==> src/rtl/mux8way_pkg.sv <==
// mux8way_pkg: shared constants and arbiter state type for the 8-way round-robin arbiter
// Contents: N_CH channel count, SEL_W select width, state_t {IDLE, GRANT}
package mux8way_pkg;
  localparam int N_CH = 8;
  localparam int SEL_W = 3;
  typedef enum logic {IDLE, GRANT} state_t;
endpackage

==> src/rtl/Mux8Way.sv <==
// Mux8Way: existing 8-to-1 single-bit multiplexer
// Ports: in[8] data, sel[3] index, out = in[sel]
module Mux8Way (
  input  logic [7:0] in,
  input  logic [2:0] sel,
  output logic       out
);
  assign out = in[sel];
endmodule

==> src/rtl/rr_pick8.sv <==
// rr_pick8: combinational round-robin picker, first requester at or after ptr (wrapping)
// Ports: req[8] requests, ptr[3] highest-priority channel, any = some request, idx[3] winner
import mux8way_pkg::*;
module rr_pick8 (
  input  logic [N_CH-1:0]  req,
  input  logic [SEL_W-1:0] ptr,
  output logic             any,
  output logic [SEL_W-1:0] idx
);
  always_comb begin
    any = |req;
    idx = '0;
    // scan farthest-first so the nearest requester from ptr wins
    for (int k = N_CH - 1; k >= 0; k--)
      if (req[ptr + SEL_W'(k)]) idx = ptr + SEL_W'(k);
  end
endmodule

==> src/rtl/mux8way_rr_arbiter.sv <==
// mux8way_rr_arbiter: round-robin arbiter sharing one Mux8Way between 8 bit-serial requesters
// Ports: clk, reset (async, active-high), req[8], in[8] -> grant[8] one-hot, sel[3], busy, out
// Optional: MUX8WAY_ARB_HOLD_TIMEOUT_EN forces rotation after MAX_HOLD cycles when others wait
import mux8way_pkg::*;
module mux8way_rr_arbiter #(
  parameter int MAX_HOLD = 16,
  parameter int CNT_W = 8
) (
  input  logic             clk,
  input  logic             reset,
  input  logic [N_CH-1:0]  req,
  input  logic [N_CH-1:0]  in,
  output logic [N_CH-1:0]  grant,
  output logic [SEL_W-1:0] sel,
  output logic             busy,
  output logic             out
);
  if (MAX_HOLD < 2 || MAX_HOLD > 256 || (2 ** CNT_W) < MAX_HOLD) begin : g_bad_cfg
    $error("mux8way_rr_arbiter: illegal MAX_HOLD/CNT_W");
  end
  state_t state;
  logic [SEL_W-1:0] ptr, arb_ptr, idx;
  logic any, rel, to, do_arb, mux_out;
`ifdef MUX8WAY_ARB_HOLD_TIMEOUT_EN
  localparam logic [CNT_W-1:0] HOLD_MAX = CNT_W'(MAX_HOLD - 1);
  logic [CNT_W-1:0] hold_cnt;
  // grant is one-hot on sel while in GRANT, so req & ~grant is everyone else
  assign to = hold_cnt == HOLD_MAX && |(req & ~grant);
  always_ff @(posedge clk or posedge reset)
    if (reset) hold_cnt <= '0;
    else hold_cnt <= do_arb ? '0 : (hold_cnt == HOLD_MAX ? hold_cnt : hold_cnt + 1'b1);
`else
  assign to = 1'b0;
`endif
  assign rel = state == GRANT && (!req[sel] || to);
  assign do_arb = state == IDLE || rel;
  // on release the search starts just past the old owner in the same edge
  assign arb_ptr = rel ? sel + 3'd1 : ptr;
  rr_pick8 u_pick (.req(req), .ptr(arb_ptr), .any(any), .idx(idx));
  Mux8Way u_mux (.in(in), .sel(sel), .out(mux_out));
  assign out = mux_out & busy;
  always_ff @(posedge clk or posedge reset)
    if (reset) begin
      state <= IDLE;
      ptr <= '0;
      sel <= '0;
      grant <= '0;
      busy <= 1'b0;
    end else if (do_arb) begin
      if (rel) ptr <= sel + 3'd1;
      if (any) sel <= idx;
      state <= any ? GRANT : IDLE;
      busy <= any;
      grant <= any ? 8'b1 << idx : '0;
    end
endmodule

==> config.mk <==
export PLATFORM = sky130hd
export DESIGN_NAME = mux8way_rr_arbiter
export DESIGN_NICKNAME = d
export VERILOG_FILES = /design/src/rtl/mux8way_pkg.sv /design/src/rtl/Mux8Way.sv /design/src/rtl/rr_pick8.sv /design/src/rtl/mux8way_rr_arbiter.sv
export SDC_FILE = /design/constraint.sdc
export NUM_CORES = 1
export LEC_CHECK = 0
export CAP_MARGIN = 20
export CORE_UTILIZATION = 42
export DETAILED_ROUTE_END_ITERATION = 10
export PLACE_DENSITY_LB_ADDON = 0.1
export SLEW_MARGIN = 5
export SYNTH_ARGS = -nofsm -noshare
export SYNTH_HDL_FRONTEND = slang
export SYNTH_SLANG_ARGS = --single-unit
==> constraint.sdc <==
create_clock -name clk -period 7.1 [get_ports clk]
set_input_delay 0.71 -clock clk [delete_from_list [all_inputs] [get_ports clk]]
set_output_delay 0.71 -clock clk [all_outputs]
set_load 0.005 [all_outputs]
Word level (Yosys, flattened, before mapping)
Index checks and enable logic that the tools add are counted.

Register bits after elaboration: 16. Output and inout bits: 13. Logic and storage cells: 61.

$lt $le $gt $ge: 9. Reductions and logical operators: 5. Mux-type cells: 31. Shifts and indexed selects: 1. Bitwise logic cells: 2. Add/subtract/negate cells: 8.

Operators with widths (count): $lt A3 B4 Y1 const B (9); $bmux W1 S3 (10); $mux W3 (9); $add A3 B3 Y3 const B (4); $mux W1 (11); $mux W8 (1); $reduce_or A8 Y1 (1); $shl A1 B3 Y8 const A (1); $add A3 B1 Y3 const B (2); $add A3 B2 Y3 const B (2); $reduce_and A2 Y1 (1); $and A1 B1 Y1 (1); $logic_and A1 B1 Y1 (1); $logic_not A1 Y1 (1); $logic_or A1 B1 Y1 (1); $not A1 Y1 (1).

Logic depth before layout (Yosys ltp)
Gate-level depths: netlist of run 1.

Depth after elaboration: 18. Mapped depth: 16.

Hierarchy
A second synthesis of run 1 with hierarchy kept.

Cells, all modules: 155. Area, all modules: 1687.9 sq um.

Modules (own cells, without submodules): mux8way_rr_arbiter (area an instance 832.0 sq um, cells each 67, times used 1); rr_pick8 (area an instance 792.0 sq um, cells each 85, times used 1); Mux8Way (area an instance 63.8 sq um, cells each 3, times used 1).

Least setup slack after synthesis of run 1
No wires, ideal clock.

Path type: input port to flip-flop. From: input req[5]. To: register grant[0]. Setup time: 122 ps. Path slack: 2677 ps. Stages: 15. Arrival time: 4302 ps. Cell sequence: mux2i_1 -> a22o_1 -> o21ai_4 -> mux2_2 -> inv_1 -> clkbuf_1 -> ha_1 -> clkdlybuf4s50_2 -> inv_2 -> nand2_1 -> a32o_1 -> a211o_1 -> and3_4 -> o311a_4 -> a32o_1.

Word-level cells in the longest chain between the ends: 18.

Ends and longest elaborated chain: from (decl) (RTL line mux8way_rr_arbiter.sv:11) `input logic [N_CH-1:0] req,`; $bmux W1 S3 (RTL line mux8way_rr_arbiter.sv:35) `assign rel = state == GRANT && (!req[sel] || to);`; $mux W1 (not written as such) (RTL line mux8way_rr_arbiter.sv:35); $logic_not A1 Y1 (RTL line mux8way_rr_arbiter.sv:35); $logic_and A1 B1 Y1 (RTL line mux8way_rr_arbiter.sv:35); $mux W3; $add A3 B3 Y3 (RTL line rr_pick8.sv:15) `if (req[ptr + SEL_W'(k)]) idx = ptr + SEL_W'(k);`; $bmux W1 S3 (RTL line rr_pick8.sv:15); $mux W1 (not written as such) (RTL line rr_pick8.sv:15); $mux W3 (8 in a row) (RTL line rr_pick8.sv:15); $shl A1 B3 Y8 (RTL line mux8way_rr_arbiter.sv:54) `grant <= any ? 8'b1 << idx : '0;`; $mux W8 (RTL line mux8way_rr_arbiter.sv:54); to (signal assigned) (RTL line mux8way_rr_arbiter.sv:54); to (decl) (RTL line mux8way_rr_arbiter.sv:13) `output logic [N_CH-1:0] grant,`.

Parallel ways exist; a longest one is shown, timed or not. The select of a mux whose other input is x is not followed. A chain may end at the register's enable or synchronous reset.

Worst setup path after layout of run 1
From: input req[4]. To: register grant[3].

Same word-level chain as after synthesis.

==> results of run 1 <==
## area by class of cell
cell class	instances	area share (%)
repair buffers	31	15.1
multi-input cells	149	59.0
flip-flops and latches	15	18.6
inverters	10	2.10
well taps	48	2.97
clock inverters	1	0.248
clock buffers	3	2.04
## per-stage QoR
step | util, % | area (sq um) | worst slack [ns] | std cells | hold slack, ns
3_5_place_dp | 52.6 | 1970 | 2.23 | 252 | 0.480
6_report | 54.0 | 2020 | 2.45 | 257 | 0.487
4_1_cts | 53.9 | 2020 | 2.48 | 256 | 0.495
3_3_place_gp | 52.6 | 1970 | 2.27 | 252 | 0.480
2_1_floorplan | - | 1670 | 2.68 | 180 | 0.474
5_1_grt | 54.0 | 2020 | 2.23 | 257 | 0.513
## logic make-up after synthesis
group / Yosys count / synth area share, %
AOI/OAI and AO/OA: 45 / 21.9
xor gates and xnor gates: 4 / 3.00
adders and majority gates: 3 / 2.25
buffers and inverters: 16 / 5.93
DFF: 15 / 22.5
muxes: 36 / 27.7
and+or+nand+nor: 61 / 16.7
## sequential cells by signal, summed over array words and instances (netlist names)
| name | cells |
|---|---|
| sel | 3 |
| grant | 8 |
| busy | 1 |
| ptr | 3 |
## worst reg2reg max path, delay by kind of cell, from the launching register on
kind	cells	cell delay, ns
compound gates	6	1.70
flops	1	0.67
mux	2	0.63
buf+inv	2	0.55
fa+ha+maj	1	0.42
simple gates	2	0.28
## path summary, 6_finish.rpt
check                      startpoint       end  depth (start not counted)
max in group asynchronous       reset  grant[0]                          2
setup reg to reg               sel[0]  grant[3]                         13
min in group asynchronous       reset    sel[2]                          2
hold / removal               grant[0]  grant[0]                          1
hold reg to reg              grant[0]  grant[0]                          1
setup / recovery               req[4]  grant[3]                         14
## cell usage in the layout (no fill, tap or decap), types with 4 or more instances in the layout
cell / count
clkdlybuf4s50_1: 30
dfrtp_1: 15
nand2_1: 35
nand3_1: 5
a32o_1: 9
nor2_1: 8
a21oi_1: 10
mux2_2: 8
inv_1: 8
mux2i_1: 18
mux4_2: 4
## per-layer routing
metal | wire length, microns | GRT usage [%]
met4 | 48 | 5.00
met1 | 1810 | 26.9
met5 | 0 | 0
met3 | 308 | 6.34
met2 | 1940 | 34.5
==> metrics.yaml, run 1 <==
layout:
  multi_input_area_sq_um: 1190
  regArea_sq_um: 375
  diodes: 0
  n_fill_cell: 362
  syn_to_final_growth_pct: 21.3
  final_net_count: 231
  layout-drive-gt1-share_pct: 15.3
synthesis:
  netlist_top_cells_count: "nand2_1 (35), mux2i_1 (18), dfrtp_1 (15), a21oi_1 (10), a32o_1 (9)"
  yosysMostFrequentCell: "nand2_1"
  synthCells: 180
  synth_edf_count: 0
  ys_ff_latch: 15
  synth_largest_area_cell: "dfrtp_1"
  synth_cell_types: 49
  ys.warnings.count: 0
  synth_top_area_share_pct: 22.5
  synth_area_leaders: "dfrtp_1 (23%), mux2i_1 (11%), nand2_1 (7.9%), a32o_1 (5.4%), mux2_2 (5.4%)"
  synth_nets: 201
  synthArstFlopShare_pct: 100
  avgSynthCellArea_sq_um: 9.26
  synth-main-ff-cell: "dfrtp_1"
  ys_seq_area_share_pct: 22.5
  syn_area_sq_um: 1670
drt:
  viasPerCell: 5.91
  final_antenna_net_count: 0
  drc_errors: 0
  route.vias.total: 1518
  dr.pass1.iters: 4
  postRouteWirelength_microns: 4110
  first_iter_violations: 105
  wl_per_cell_microns: 16.0
sta:
  finalSetupTns_ns: 0
  fmax_ghz: 0.215
  final-setup-viol-count: 0
  rsz0062_at_grt: "false"
  hold_viol_final: 0
  finalCritPeriodShare_pct: 65.5
  relSlewSlack_pct: 54.8
  fin_worst_skew_ns: 0.00357
  drv_slew: 0
  worst_slew_pin_slew_ns: 0.659
  fin_crit_ns: 4.65
floorplan:
  dieArea_sq_um: 4220
  start_util_pct: 44.5
  die_y_microns: 65.0
  rows: 22
  io_pins: 31
  die_width_microns: 65.0
  core_sq_um: 3740
critical_path:
  cp-start-kind: "input port"
  critPathCaptureType: "flop"
  critPathMaxStageDelay_ns: 0.55
  critPathKind: "input port to flop"
  path_common_cell: "a32o_1"
  crit_chain: "clkdlybuf4s50_1, mux2i_1, a22o_1, o21ai_4, mux2_2, inv_1, ha_1, inv_2, nand2_1, a32o_1, a211o_1, and3_4, o311a_4, a32o_1"
  crit_fanout: 13
  crit_family: "compound AO/OA/AOI/OAI gates"
  reg2reg_slack_ns: 2.73
  critPathBufInv: 3
  required_ns: 7.24
  arrival_ns: 4.79
  slowest_stage: "clkdlybuf4s50_1"
cts:
  clkTransAtPathRegs_ns: 0.06
  hold_buffers: 0
  post_cts_buffers: 0
  cts_tree: "done"
  cts_resized: 0
  cts.sinks: 15
  clk-insertion-delay-late_ns: 0.26
  cts_buffers: 3
  htree_levels: 1
  cts-root-buf: "clkbuf_8"
  clockBufferDepth: 2
grt:
  grt_max_degree: 16
  grt_antenna_before_repair: 0
  gr-total-overflow: 0
  grt_pass1_wl_microns: 6770
  grtUsageTotal_pct: 21.1
  grt_pass1_vias: 1440
placed_design:
  portBuffers: 30
  dp_hpwl_microns: 3220
  finalWeightedCongestion: 0.887
worst_hold_path:
  min_path_type: "flop to flop"
flow_run:
  cap_violations: 0
outcome:
  status: "completed"
Power of run 1 is not shown: default switching activity piles up to over one toggle a cycle in this logic, so the estimate is an artifact.
==> run 2, diff against run 1 <==
==> constraint.sdc (replaced) <==
create_clock -name clk -period 3.8 [get_ports clk]
set_input_delay 0.38 -clock clk [delete_from_list [all_inputs] [get_ports clk]]
set_output_delay 0.38 -clock clk [all_outputs]
set_load 0.005 [all_outputs]
==> metrics.yaml, run 2 (same netlist as run 1, synthesis figures left out) <==
cts:
  cts_buffers: 3  # unchanged
  clkTransAtPathRegs_ns: 0.06  # about the same
  htree_levels: 1  # unchanged
  cts_tree: "done"
  clockBufferDepth: 2  # unchanged
  cts-root-buf: "clkbuf_8"
  hold_buffers: 0  # unchanged
  clk-insertion-delay-late_ns: 0.24  # -0.02 ns
  cts.sinks: 15  # unchanged
placed_design:
  dp_cells: 289  # +15%
  finalWeightedCongestion: 0.945  # +6.5%
  portBuffers: 30  # unchanged
  dp_hpwl_microns: 3820  # +18%
layout:
  final_cell_mix: "buf_4 (40), nand2_1 (35), clkdlybuf4s50_1 (30)"
  largest_register_ffs: 8  # unchanged
  fin_util_pct: 64.5  # +10 points
  regMostFlops: "grant"
  n_fill_cell: 332  # -8.3%
  top_regs: "grant (8), ptr (3), sel (3)"
  syn_to_final_growth_pct: 44.9
  final_net_count: 271  # +17%
  instances_no_fill: 297  # +16%
  layout-drive-gt1-share_pct: 31.3  # +16 points
  diodes: 0  # unchanged
  final_common_cell: "buf_4"
sta:
  final-setup-viol-count: 0  # unchanged
  drv_slew: 0  # unchanged
  hold_viol_final: 0  # unchanged
  relSlewSlack_pct: 29.8  # -25 points
  fin_worst_skew_ns: 0.00524  # +0.00167 ns
  finalSetupTns_ns: 0  # unchanged
  fin_crit_ns: 3.67
  fmax_ghz: 0.272
  worst_slew_pin_slew_ns: 1.05  # +0.386 ns
  finalCritPeriodShare_pct: 96.6
floorplan:
  rows: 22  # unchanged
  io_pins: 31  # unchanged
  core_sq_um: 3740  # unchanged
  dieArea_sq_um: 4220  # unchanged
  die_y_microns: 65.0  # unchanged
  die_width_microns: 65.0  # unchanged
  start_util_pct: 44.5  # unchanged
drt:
  dr.pass1.iters: 4  # unchanged
  wl_met2_microns: 2520  # +29%
  route.vias.total: 1754  # +16%
  drt-met1-wl_microns: 2030  # +12%
  route.met3.wl_microns: 204  # -34%
  viasPerCell: 5.91  # about the same
  highest_layer: "met4"
  postRouteWirelength_microns: 4870  # +18%
  first_iter_violations: 101  # -3.8%
  drc_errors: 0  # unchanged
  wl_per_cell_microns: 16.4  # +2.4%
  final_antenna_net_count: 0  # unchanged
grt:
  grt_pass1_wl_microns: 7760  # +15%
  grt_pass1_vias: 1750  # +22%
  grtUsageTotal_pct: 23.8  # +2.7 points
  grt_antenna_before_repair: 0  # unchanged
  gr-total-overflow: 0  # unchanged
  grt_max_degree: 16  # unchanged
critical_path:
  crit_start: "req[5]"
  slowest_stage: "clkdlybuf4s50_1"
  r2r_cells: 14  # +1
  required_ns: 3.93  # -3.31 ns
  r2r-end: "grant[0]"
  reg2reg_slack_ns: 0.21  # -2.52 ns
  rr_startpoint: "sel[0]"
  crit_family: "compound AO/OA/AOI/OAI gates"
  critPathMaxStageDelay_ns: 0.49  # -0.06 ns
  critPathCaptureType: "flop"
  cp-start-kind: "input port"
  crit_chain: "clkdlybuf4s50_1, mux2i_1, a22o_1, o21ai_4, mux2_2, buf_4, ha_1, xnor2_2, mux2i_1, mux2_4, a21oi_2, a311oi_2, buf_4, a211o_1, a32o_1"
  critPathBufInv: 3  # unchanged
  critPathKind: "input port to flop"
  crit_fanout: 4  # -9
  arrival_ns: 3.80  # -0.99 ns
outcome:
  status: "completed"
worst_hold_path:
  min_path_type: "input port to async pin"
flow_run:
  cap_violations: 0  # unchanged
-- run 2: timing repair --
item | CTS | global route
buffers inserted | 0 | 4
resized for setup | 0 | 15
endpoints found under the setup margin | 0 | 10
-- run 2: per-layer routing --
layer,vias up,GRT usage (%)
met2,62,42.2
li1,819,-
met1,859,29.1
met4,0,7.22
met5,-,0
met3,14,3.70
-- run 2: stage by stage --
step	hold WS [ns]	setup WS, ns	area, sq um
detailed placement	0.485	-0.147	2250
global route	0.523	-0.0838	2410
CTS	0.497	0.0806	2300
finish	0.492	0.128	2410
global placement	0.481	-0.0595	2250
floorplan	0.281	0.0510	1670
-- run 2: final cells by class --
| class | instances | area (sq um) | area share [%] |
|---|---|---|---|
| clock buffer | 4 | 45.0 | 1.87 |
| timing repair buffer | 71 | 616 | 25.5 |
| inverter | 10 | 45.0 | 1.87 |
| multi-input combinational | 149 | 1270 | 52.7 |
| tap | 48 | 60.1 | 2.49 |
| sequential | 15 | 375 | 15.5 |
-- run 2: worst max path at each step --
stage	endpoint	depth (start not counted)
finish	grant[0]	15
global route	grant[1]	15
CTS	sel[1]	14
detailed placement	sel[1]	14
global placement	grant[2]	13
floorplan	grant[0]	16
Power of run 2 is left out for the same reason.
